`config.mk`:
```
export PLATFORM = sky130hd
export DESIGN_NAME = instruction_fetch
export DESIGN_NICKNAME = d
export VERILOG_FILES = /design/src/rtl/instruction_fetch.sv
export SDC_FILE = /design/constraint.sdc
export NUM_CORES = 1
export LEC_CHECK = 0
export BUFFER_PORTS_ARGS = -buffer_cell sky130_fd_sc_hd__clkbuf_2
export CAP_MARGIN = 0
export CORE_UTILIZATION = 30
export DETAILED_ROUTE_END_ITERATION = 8
export GPL_TIMING_DRIVEN = 0
export PLACE_DENSITY = 0.53
export SLEW_MARGIN = 20
export SYNTH_ARGS = -nofsm -noshare
export SYNTH_HDL_FRONTEND = slang
export SYNTH_SLANG_ARGS = --single-unit
```
`constraint.sdc`:
```
create_clock -name clk -period 9.7 [get_ports clk]
set_input_delay 0 -clock clk [delete_from_list [all_inputs] [get_ports clk]]
set_output_delay 0 -clock clk [all_outputs]
set_load 0.01 [all_outputs]
```
`src/rtl/instruction_fetch.sv`:
```
// rtl/instruction_fetch.sv - fetch stage: PC, imem requests, in-flight tracking, fetch buffer (optional IF_PERF_CNT_EN counters)
module instruction_fetch #(
    parameter logic [31:0] RESET_PC        = 32'h0000_0000,
    parameter int          FIFO_DEPTH      = 4,
    parameter int          MAX_OUTSTANDING = 4
) (
    input  logic        clk,
    input  logic        reset,
    output logic        imem_req_valid,
    input  logic        imem_req_ready,
    output logic [31:0] imem_req_addr,
    input  logic        imem_rsp_valid,
    input  logic [31:0] imem_rsp_data,
    input  logic        redirect_valid,
    input  logic [31:0] redirect_pc,
    input  logic        stall,
    output logic        instr_valid,
    output logic [31:0] instr_out,
    output logic [31:0] instr_pc
`ifdef IF_PERF_CNT_EN
    ,
    output logic [31:0] perf_fetched,
    output logic [31:0] perf_dropped
`endif
);
    localparam int FA  = $clog2(FIFO_DEPTH);
    localparam int FCW = FA + 1;
    localparam int OW  = $clog2(MAX_OUTSTANDING + 1);
    localparam int QA  = (MAX_OUTSTANDING > 1) ? $clog2(MAX_OUTSTANDING) : 1;

    typedef enum logic [1:0] {ST_BOOT, ST_RUN, ST_FLUSH} state_t;

    state_t         state;
    state_t         state_next;
    logic [31:0]    fetch_pc;
    logic [31:0]    redirect_aligned;
    logic [OW-1:0]  outstanding;
    logic [OW-1:0]  outstanding_next;
    logic [OW-1:0]  drop_cnt;
    logic [OW-1:0]  drop_next;

    // PCs of requests accepted by memory, in issue order
    logic [31:0]    pcq [MAX_OUTSTANDING];
    logic [QA-1:0]  pq_wr;
    logic [QA-1:0]  pq_rd;

    // fetch buffer
    logic [31:0]    fifo_pc   [FIFO_DEPTH];
    logic [31:0]    fifo_data [FIFO_DEPTH];
    logic [FA-1:0]  f_wr;
    logic [FA-1:0]  f_rd;
    logic [FA-1:0]  head_idx;
    logic [FCW-1:0] fifo_count;
    logic [FCW-1:0] fifo_remain;
    logic [FCW-1:0] fifo_count_next;

    logic [31:0]    credit;
    logic           req_fire;
    logic           rsp_drop;
    logic           rsp_keep;
    logic           fifo_pop;

    function automatic logic [QA-1:0] qinc(input logic [QA-1:0] p);
        if (p == QA'(MAX_OUTSTANDING - 1)) begin
            return '0;
        end
        return p + QA'(1);
    endfunction

    assign redirect_aligned = redirect_pc & 32'hFFFF_FFFC;
    assign instr_valid      = (fifo_count != '0);

    // Request credit, response disposition, counter and FSM next-state
    always_comb begin
        credit           = 32'(fifo_count) + 32'(outstanding) - 32'(drop_cnt);
        imem_req_valid   = (state != ST_BOOT) && !redirect_valid &&
                           (32'(outstanding) < $unsigned(MAX_OUTSTANDING)) &&
                           (credit < $unsigned(FIFO_DEPTH));
        imem_req_addr    = fetch_pc;
        req_fire         = imem_req_valid && imem_req_ready;
        rsp_drop         = imem_rsp_valid && (redirect_valid || (drop_cnt != '0));
        rsp_keep         = imem_rsp_valid && !rsp_drop;
        fifo_pop         = instr_valid && !stall && !redirect_valid;
        fifo_remain      = fifo_count - FCW'(fifo_pop);
        fifo_count_next  = redirect_valid ? '0 : (fifo_remain + FCW'(rsp_keep));
        head_idx         = f_rd + FA'(fifo_pop);
        outstanding_next = outstanding + OW'(req_fire) - OW'(imem_rsp_valid);
        // on redirect every response still in flight after this edge is old-path
        if (redirect_valid) begin
            drop_next = outstanding - OW'(imem_rsp_valid);
        end else if (rsp_drop) begin
            drop_next = drop_cnt - OW'(1);
        end else begin
            drop_next = drop_cnt;
        end
        state_next = state;
        case (state)
            ST_BOOT:  state_next = ST_RUN;
            ST_RUN:   if (redirect_valid && (drop_next != '0)) state_next = ST_FLUSH;
            ST_FLUSH: if (drop_next == '0) state_next = ST_RUN;
            default:  state_next = ST_BOOT;
        endcase
    end

    // FSM, fetch PC, in-flight counters and PC-queue pointers
    always_ff @(posedge clk or posedge reset) begin
        if (reset) begin
            state       <= ST_BOOT;
            fetch_pc    <= RESET_PC & 32'hFFFF_FFFC;
            outstanding <= '0;
            drop_cnt    <= '0;
            pq_wr       <= '0;
            pq_rd       <= '0;
        end else begin
            state       <= state_next;
            outstanding <= outstanding_next;
            drop_cnt    <= drop_next;
            if (redirect_valid) begin
                fetch_pc <= redirect_aligned;
            end else if (req_fire) begin
                fetch_pc <= fetch_pc + 32'd4;
            end
            if (req_fire) begin
                pq_wr <= qinc(pq_wr);
            end
            if (imem_rsp_valid) begin
                pq_rd <= qinc(pq_rd);
            end
        end
    end

    // PC queue and fetch buffer storage
    always_ff @(posedge clk) begin
        if (req_fire) begin
            pcq[pq_wr] <= fetch_pc;
        end
        if (rsp_keep) begin
            fifo_data[f_wr] <= imem_rsp_data;
            fifo_pc[f_wr]   <= pcq[pq_rd];
        end
    end

    // Buffer pointers and registered head copy; outputs hold when the buffer empties
    always_ff @(posedge clk or posedge reset) begin
        if (reset) begin
            f_wr       <= '0;
            f_rd       <= '0;
            fifo_count <= '0;
            instr_out  <= '0;
            instr_pc   <= '0;
        end else if (redirect_valid) begin
            f_wr       <= '0;
            f_rd       <= '0;
            fifo_count <= '0;
        end else begin
            fifo_count <= fifo_count_next;
            if (rsp_keep) begin
                f_wr <= f_wr + FA'(1);
            end
            if (fifo_pop) begin
                f_rd <= f_rd + FA'(1);
            end
            if (fifo_remain != '0) begin
                instr_out <= fifo_data[head_idx];
                instr_pc  <= fifo_pc[head_idx];
            end else if (rsp_keep) begin
                instr_out <= imem_rsp_data;
                instr_pc  <= pcq[pq_rd];
            end
        end
    end

`ifdef IF_PERF_CNT_EN
    logic [31:0] drop_inc;
    logic [32:0] drop_sum;

    // Discarded responses plus buffer entries thrown away by a redirect
    always_comb begin
        drop_inc = 32'(rsp_drop) + (redirect_valid ? 32'(fifo_count) : 32'd0);
        drop_sum = {1'b0, perf_dropped} + {1'b0, drop_inc};
    end

    // Saturating performance counters
    always_ff @(posedge clk or posedge reset) begin
        if (reset) begin
            perf_fetched <= '0;
            perf_dropped <= '0;
        end else begin
            if (fifo_pop && (perf_fetched != 32'hFFFF_FFFF)) begin
                perf_fetched <= perf_fetched + 32'd1;
            end
            perf_dropped <= drop_sum[32] ? 32'hFFFF_FFFF : drop_sum[31:0];
        end
    end
`endif

endmodule
```
### Word level (Yosys, flattened, before mapping)

Memories as Yosys holds them, arrays and structs flattened.
Index checks and enable logic that the tools add are counted.

| word-level totals | value |
|---|---|
| output and inout port bits | 98 |
| memories | 3 |
| input bits | 70 |
| RAM bits | 384 |
| bits in registers | 115 |

Memories:

| name | words | bits a word | rd ports | clocked after memory_dff | wr ports | line | source |
|---|---|---|---|---|---|---|---|
| fifo_data | 4 | 32 | 1 | 0 | 1 | 49 | `logic [31:0] fifo_data [FIFO_DEPTH];` |
| fifo_pc | 4 | 32 | 1 | 0 | 1 | 48 | `logic [31:0] fifo_pc [FIFO_DEPTH];` |
| pcq | 4 | 32 | 1 | 0 | 1 | 43 | `logic [31:0] pcq [MAX_OUTSTANDING];` |

| cells by class | value |
|---|---|
| muxes and demuxes | 28 |
| add/subtract/negate cells | 14 |
| reduce and logical (&&, ||, !) cells | 26 |
| bitwise gates (word level) | 1 |
| order comparisons | 2 |
| equality and inequality tests | 6 |

Operators by type and width:

| cell | number |
|---|---|
| 32-bit 2-to-1 mux | 6 |
| 32-bit by 3-bit adder with 32-bit output, second input constant | 1 |
| 32-bit by 3-bit less-than comparator with 1-bit output, second input constant | 1 |
| 2-bit 2-to-1 mux | 10 |
| 3-bit nonzero test | 4 |
| 2-bit nonzero test | 5 |
| 1-bit logical AND | 9 |
| 3-bit 2-to-1 mux | 3 |
| 3-bit by 1-bit subtractor with 3-bit output | 3 |
| 2-bit by 1-bit adder with 2-bit output, second input constant | 4 |
| 1-bit 2-to-1 mux | 8 |
| 3-bit by 1-bit adder with 3-bit output | 2 |
| 2-bit == test, second input constant | 3 |
| 2-bit case mux with 3 select lines | 1 |
| 4-bit by 3-bit subtractor with 5-bit output | 1 |
| 3-bit by 3-bit adder with 4-bit output | 1 |
| 2-bit inequality test, second input constant | 2 |
| 2-bit AND reduction | 2 |
| 1-bit logical NOT | 3 |
| 3-bit logical NOT | 1 |
| 3-bit less-than comparator, second input constant | 1 |
| 3-bit by 1-bit subtractor with 3-bit output, second input constant | 1 |
| 2-bit by 1-bit adder with 2-bit output | 1 |
| 2-bit by 1-bit == test with 1-bit output, second input constant | 1 |
| other kinds (3) | 3 |

### Longest topological paths before layout

Gate-level depths: netlist of the first run.

| logic depth | value |
|---|---|
| depth in word-level cells | 9 |
| gate-level depth with buffers | 14 |
| mapped depth without buffers | 13 |

### Worst setup path after synthesis of the first run

Ideal clock, no wire load.

| path | value |
|---|---|
| path type | register to register |
| start point | register outstanding[1] |
| end point | memory pcq[3][10], enable pin |
| cell stages (with the launch flop) | 11 |
| data required time | 9.310 ns |
| data arrival time | 3.420 ns |
| library setup time | 0.390 ns |
| buffers on the path | 2 |
| setup slack | 5.890 ns |
| period minus slack after synthesis | 3.810 ns |
| path through | dfrtp_1 > inv_1 > fa_1 > inv_1 > ha_1 > and3b_1 > or4_4 > a21oi_4 > buf_2 > clkbuf_1 > and2_1 |

| between the ends | value |
|---|---|
| longest elaborated chain between the ends | 7 |

RTL lines:

| element | line | source |
|---|---|---|
| start, declared | 37 | `logic [OW-1:0] outstanding;` |
| start signal, assigned | 116 | `outstanding <= outstanding_next;` |
| 3-bit by 3-bit adder with 4-bit output | 75 | `credit = 32'(fifo_count) + 32'(outstanding) - 32'(drop_cnt);` |
| 4-bit by 3-bit subtractor with 5-bit output | 75 |  |
| 32-bit by 3-bit less-than comparator with 1-bit output | 78 | `(credit < $unsigned(FIFO_DEPTH));` |
| 1-bit logical AND (*) | 77 | `(32'(outstanding) < $unsigned(MAX_OUTSTANDING)) &&` |
| 1-bit logical AND (*) | 80 | `req_fire = imem_req_valid && imem_req_ready;` |
| 1-bit 2-to-1 mux (*) | 134 | `if (req_fire) begin` |
| 1-bit 2-to-1 mux (implied by the code) (*) | 135 | `pcq[pq_wr] <= fetch_pc;` |
| end, declared | 43 |  |

Mark *: on every way between the ends. The rest lies on a longest branch, timed or not.

### Worst setup path in the final report of the first run

| path | value |
|---|---|
| start point | input redirect_valid |
| end point | register instr_out[27] |

| between the ends | value |
|---|---|
| longest elaborated chain between the ends | 6 |

RTL lines:

| element | line | source |
|---|---|---|
| start, declared | 14 | `input logic redirect_valid,` |
| 1-bit logical NOT / 1-bit logical OR (equally long branches) | 83, 81 |  |
| 1-bit logical AND (on tied branches) | 83, 81 |  |
| 3-bit by 1-bit subtractor with 3-bit output / 1-bit logical NOT (equally long branches) | 84, 82 |  |
| 3-bit nonzero test / 1-bit logical AND (equally long branches) | 163, 82 |  |
| 2-bit nonzero test (no source line) | - |  |
| 2-bit AND reduction (no source line) | - |  |
| end signal, assigned | 164 | `instr_out <= fifo_data[head_idx];` |
| end signal, assigned | 167 | `instr_out <= imem_rsp_data;` |
| end, declared | 18 | `output logic [31:0] instr_out,` |

Parallel ways exist; a longest one is shown, timed or not.
A chain may end at the register's enable or synchronous reset.

==> results.yml, run 1 <==
placement:
  place.gp.congestion: 0.811
  port_buffers: 161
  place_hpwl_um: 30000
floorplanning:
  core_um2: 63400
  dieArea_um2: 65500
  fp.dieW_um: 256
  die_y_um: 256
  initial_core_util_pct: 30.5
  ioPinCount: 168
  std_cell_rows: 92
global_route:
  grtUsageTotal_pct: 14.2
  grt_antenna_before_repair: 0
  use_met2_pct: 23.2
  grt_pass1_wl_um: 70100
  grt-ovfl-total: 0
  first_global_vias: 11300
  grt_max_degree: 88
  grt_util_met1_pct: 19.4
  grt_most_used_layer: "met2"
  use_met3_pct: 2.96
hold_path:
  min_from: "imem_req_ready"
  hold_class: "in2reg"
cells_and_area:
  final_common_cell: "edfxtp_1"
  drive_gt1_share_pct: 26.4
  nets: 1500
  most-common-layout-cells: "368 x edfxtp_1, 161 x clkbuf_2, 111 x dfrtp_1"
  diodes: 0
  synthToLayoutAreaGrowth_pct: 23.3
drt:
  drtAntennaViolNets: 0
  drt_iter0_drc: 659
  via_per_inst: 4.73
  drc: 0
  num_vias: 10800
  first_pass_iters: 5
  wl_per_cell_um: 20.2
  wirelength_um: 46200
sta:
  rsz0062_at_grt: "no"
  final-max-slew-violation-count: 0
  period_minus_slack_ns: 4.83
  setup_viol: 0
  fin_skew_ns: 0.0109
  maxSlewHeadroom_pct: 25.7
  timing.final.crit_share_pct: 49.8
  fmax_ghz: 0.207
  timing.hold.ws_ns: 0.0515
  finalSetupTns_ns: 0
  tightest_slew_ns: 1.11
  hold_viol_final: 0
clock_network:
  path_clk_slew_ns: 0.06
  clk_path_buf_depth: 3
  cts_made_buffers: 51
  cts-root-buf: "clkbuf_16"
  cts_tree: "yes"
  clock-sinks: 479
  htreeDepth: 2
  cts-resized-gates: 0
  clock_latency_ns: 0.59
yosys:
  syn_inst: 1108
  syn-cell-area_um2: 19300
  synth_ff_type: "edfxtp_1"
  yosysWarnings: 0
  yosysTopAreaCellShare_pct: 57.2
  async_flop_share_pct: 23.2
  synth_cell_types: 54
  ys_seq_elements: 479
  synth_area_per_cell_um2: 17.5
  yosysSeqAreaShare_pct: 71.5
  synth_largest_area_cell: "edfxtp_1"
  synth_edf_count: 368
  synth_area_leaders: "edfxtp_1 57%, dfrtp_1 14%, mux4_2 11%, mux2i_1 4.0%, a21oi_1 1.7%"
power:
  swShare_pct: 30.3
  sequentialPowerShare_pct: 43.2
  ir_drop_mv: 0.110
  pwr-share-comb_pct: 25.1
  p_per_area_nw_per_um2: 258
  switchingPower_uw: 1870
  p_leak_uw: 0.00866
  pwr-share-clk_pct: 31.7
  p_int_uw: 4300
flow_run:
  drv_cap: 0
critical_path:
  end_kind: "register"
  reg2reg_depth: 11
  path_class: "in2reg"
  cp-startpoint: "redirect_valid"
  crit_path_end: "instr_out[27]"
  r2r_slack_ns: 5.65
  required_ns: 10.15
  cp_max_fo: 10
  r2r_end: "instr_out[27]"
  r2r-start: "fifo_count[2]"
  critPathLaunchType: "input pin"
  arrival_ns: 5.28
status:
  status: "completed"
per-layer routing:
metal  routed length (um)  vias up  share of wire, %
met3                 2410       59               5.2
met4                  767        0               1.7
met1                20700     5553                45
met5                    0        -                 0
met2                22400      302                48
li1                     -     4928                 -
registers in the layout (all words and copies together) (netlist names), 30 cells and up:
register	cells
instr_out	32
pcq	120
fifo_pc	120
instr_pc	30
imem_req_addr	30
fifo_data	128
cell families after synthesis:
| group | after synthesis | share of synthesized area, % |
|---|---|---|
| and+or+nand+nor | 195 | 4.94 |
| xor gates and xnor gates | 14 | 0.634 |
| DFF | 479 | 71.5 |
| muxes | 174 | 15.0 |
| other | 1 | 0.0194 |
| buffers and inverters | 95 | 2.02 |
| adders and majority gates | 27 | 1.86 |
| AOI/OAI and AO/OA | 123 | 4.01 |
area by class of cell:
cell class	count	area, um2
sequential	479	13800
timing repair buffer	239	1730
tap	846	1060
inverter	35	139
multi-input combinational	537	5150
fill	5952	39600
buffer	60	259
clock inverter	32	302
clock buffer	64	1380
critical path, stage by stage:
cell,delay (ns)
dlygate4sd3_1,0.52
clkbuf_2,0.15
clkbuf_1,0.51
buf_1,0.42
buf_1,0.48
nor3_1,0.18
ha_1,0.22
ha_1,0.19
xnor2_1,0.14
and3_1,0.19
clkbuf_1,0.46
a21oi_2,0.70
buf_2,0.47
buf_1,0.48
a21oi_1,0.14
power by group through the flow:
| stage | Combinational [uW] | Clock (uW) | Sequential (uW) |
|---|---|---|---|
| after floorplan | 937 | 0 | 2740 |
| after CTS | 1590 | 2010 | 2670 |
| final | 1550 | 1950 | 2660 |
| after detailed placement | 1560 | 0 | 2710 |
| after global routing | 1710 | 2090 | 2690 |
| after global placement | 1520 | 0 | 2700 |
synth_stat cells (all sizes together) (11+ instances only):
| master | n |
|---|---|
| edfxtp | 368 |
| nand2 | 25 |
| ha | 24 |
| a21oi | 66 |
| mux4 | 92 |
| and2 | 14 |
| clkbuf | 24 |
| buf | 36 |
| o21ai | 17 |
| dfrtp | 111 |
| nand3 | 14 |
| nor2 | 83 |
| nor3 | 11 |
| mux2i | 77 |
| inv | 35 |
worst min path at each step:
stage                                   end  slack, ns  cells after the start
final                     imem_req_addr[14]       0.05                      5
after global routing      imem_req_addr[18]       0.06                      5
after CTS                 imem_req_addr[18]       0.02                      5
after global placement     imem_req_addr[9]       0.21                      3
after floorplan             fifo_data[0][0]        0.1                      0
after detailed placement       instr_out[1]      -0.04                      2
timing repair:
item,CTS,global route
hold endpoints to repair,309,0
setup buffers,0,0
hold buffers,69,0
metrics by stage:
step / cells / setup WS (ns) / util [%] / area [um2] / power [uW]
finish: 2292 / 4.87 / 37.6 / 23800 / 6160
global route: 2292 / 4.44 / 37.6 / 23800 / 6490
CTS: 2292 / 4.40 / 37.6 / 23800 / 6270
detailed placement: 2127 / 4.31 / 33.9 / 21500 / 4270
global placement: 2118 / 4.34 / 33.4 / 21200 / 4230
floorplan: 1111 / 5.89 / - / 19300 / 3670
(Power assumes the default switching activity.)
==> inputs of run 2 (changes only) <==
clock period = 4.9 ns   (was 9.7 ns; I/O delays follow)
==> results.yml, run 2 (synthesis gave the netlist of run 1 again) <==
clock_network:
  cts_made_buffers: 51
  path_clk_slew_ns: 0.06
  clk_path_buf_depth: 3
  clock-sinks: 479
  cts_tree: "yes"
  cts-resized-gates: 0
  cts_setup_buffers: 0
  htreeDepth: 2
  clock_latency_ns: 0.59
  cts-root-buf: "clkbuf_16"
cells_and_area:
  finalNonFillerCells: 2293
  largestRegisters: "fifo_data (128), fifo_pc (120), pcq (120)"
  synthToLayoutAreaGrowth_pct: 23.4
  top_register: "fifo_data"
  seqCellArea_um2: 13800
  fin_util_pct: 37.6
  drive_gt1_share_pct: 26.4
  most-common-layout-cells: "368 x edfxtp_1, 161 x clkbuf_2, 111 x dfrtp_1"
  fillers: 5950
  final_common_cell: "edfxtp_1"
  nets: 1501
  largest_register_ff_count: 128
  diodes: 0
  multiInputGateArea_um2: 5150
floorplanning:
  std_cell_rows: 92
  dieArea_um2: 65500
  core_um2: 63400
  die_y_um: 256
  ioPinCount: 168
  initial_core_util_pct: 30.5
  fp.dieW_um: 256
sta:
  setup_viol: 0
  hold_viol_final: 0
  fmax_ghz: 0.236
  timing.final.crit_share_pct: 86.6
  rsz0062_at_grt: "no"
  period_minus_slack_ns: 4.24
  fin_skew_ns: 0.0113
  finalSetupTns_ns: 0
  maxSlewHeadroom_pct: 26.5
  final-max-slew-violation-count: 0
  timing.hold.ws_ns: 0.0651
  tightest_slew_ns: 1.10
critical_path:
  end_kind: "register"
  required_ns: 5.35
  critPathLaunchType: "input pin"
  path_class: "in2reg"
  arrival_ns: 4.69
  cp_max_fo: 10
drt:
  drtAntennaViolNets: 0
  via_per_inst: 4.73
  num_vias: 10800
  first_pass_iters: 5
  wirelength_um: 46300
  wl_per_cell_um: 20.2
  drt_iter0_drc: 580
  drc: 0
power:
  p_int_uw: 8500
  p_per_area_nw_per_um2: 511
  switchingPower_uw: 3700
  pwr-share-clk_pct: 31.7
  sequentialPowerShare_pct: 43.3
  pwr-share-comb_pct: 25.1
  p_total_uw: 12200
  ir_drop_mv: 0.218
  p_leak_uw: 0.00866
  swShare_pct: 30.3
global_route:
  grt_pass1_wl_um: 70200
  grt_max_degree: 88
  first_global_vias: 11300
  grtUsageTotal_pct: 14.2
  grt-ovfl-total: 0
  grt_antenna_before_repair: 0
flow_run:
  drv_cap: 0
hold_path:
  hold_class: "in2reg"
placement:
  place_hpwl_um: 30000
  port_buffers: 161
  dp.cells: 2127
  place.gp.congestion: 0.811
status:
  status: "completed"
run 2: cell count changes in the layout (fill, tap and decap cells not counted), sizes merged:
cell         before  now
dlygate4sd3      69   70
run 2: critical path, stage by stage:
cell      delay, ns
clkbuf_2       0.11
clkbuf_1       0.51
buf_1          0.42
buf_1          0.48
nor3_1         0.19
ha_1           0.22
ha_1           0.19
xnor2_1        0.14
and3_1         0.19
clkbuf_1       0.46
a21oi_2        0.67
buf_2          0.46
buf_1          0.48
a21oi_1        0.14
run 2: power groups by stage:
stage / logic (uW) / clock network [uW] / registers [uW]
floorplan: 1850 / 0 / 5410
global route: 3390 / 4140 / 5330
finish: 3060 / 3860 / 5280
CTS: 3150 / 3980 / 5280
detailed placement: 3090 / 0 / 5370
global placement: 3020 / 0 / 5350
run 2: path summary, 6_finish.rpt:
kind | start | end | slack (ns) | depth (start not counted)
worst min-delay path | imem_req_ready | imem_req_addr[18] | 0.07 | 5
worst min register to register | instr_out[11] | instr_out[11] | 0.52 | 2
min in group asynchronous | reset | instr_out[1] | 0.49 | 4
worst max register to register | fifo_count[2] | instr_out[27] | 0.88 | 11
worst max-delay path | redirect_valid | instr_out[27] | 0.66 | 14
max in group asynchronous | reset | imem_req_addr[11] | 3.61 | 5
run 2: through the flow:
step	worst slack, ns	area (um2)
2_1_floorplan	1.09	19300
3_3_place_gp	-0.461	21200
3_5_place_dp	-0.491	21500
4_1_cts	0.174	23900
5_1_grt	0.228	23900
6_report	0.656	23900
run 2: final cells by class:
type,instances,area share (%)
Sequential cell,479,58.0
Multi-Input combinational cell,537,21.6
Timing Repair Buffer,240,7.29
Clock buffer,64,5.77
Tap cell,846,4.44
Clock inverter,32,1.26
Buffer,60,1.09
Inverter,35,0.582
run 2: repair_timing:
action,CTS,global route
hold endpoints to repair,309,0
setup endpoints to repair,0,0
hold buffers,70,0
run 2: routing by layer:
layer  wire length, um  up-vias  track usage (%)
met2             22400      287             23.2
met3              2380       64             2.80
li1                  -     4932                -
met5                 0        -                0
met4               824        0             3.21
met1             20700     5563             19.5
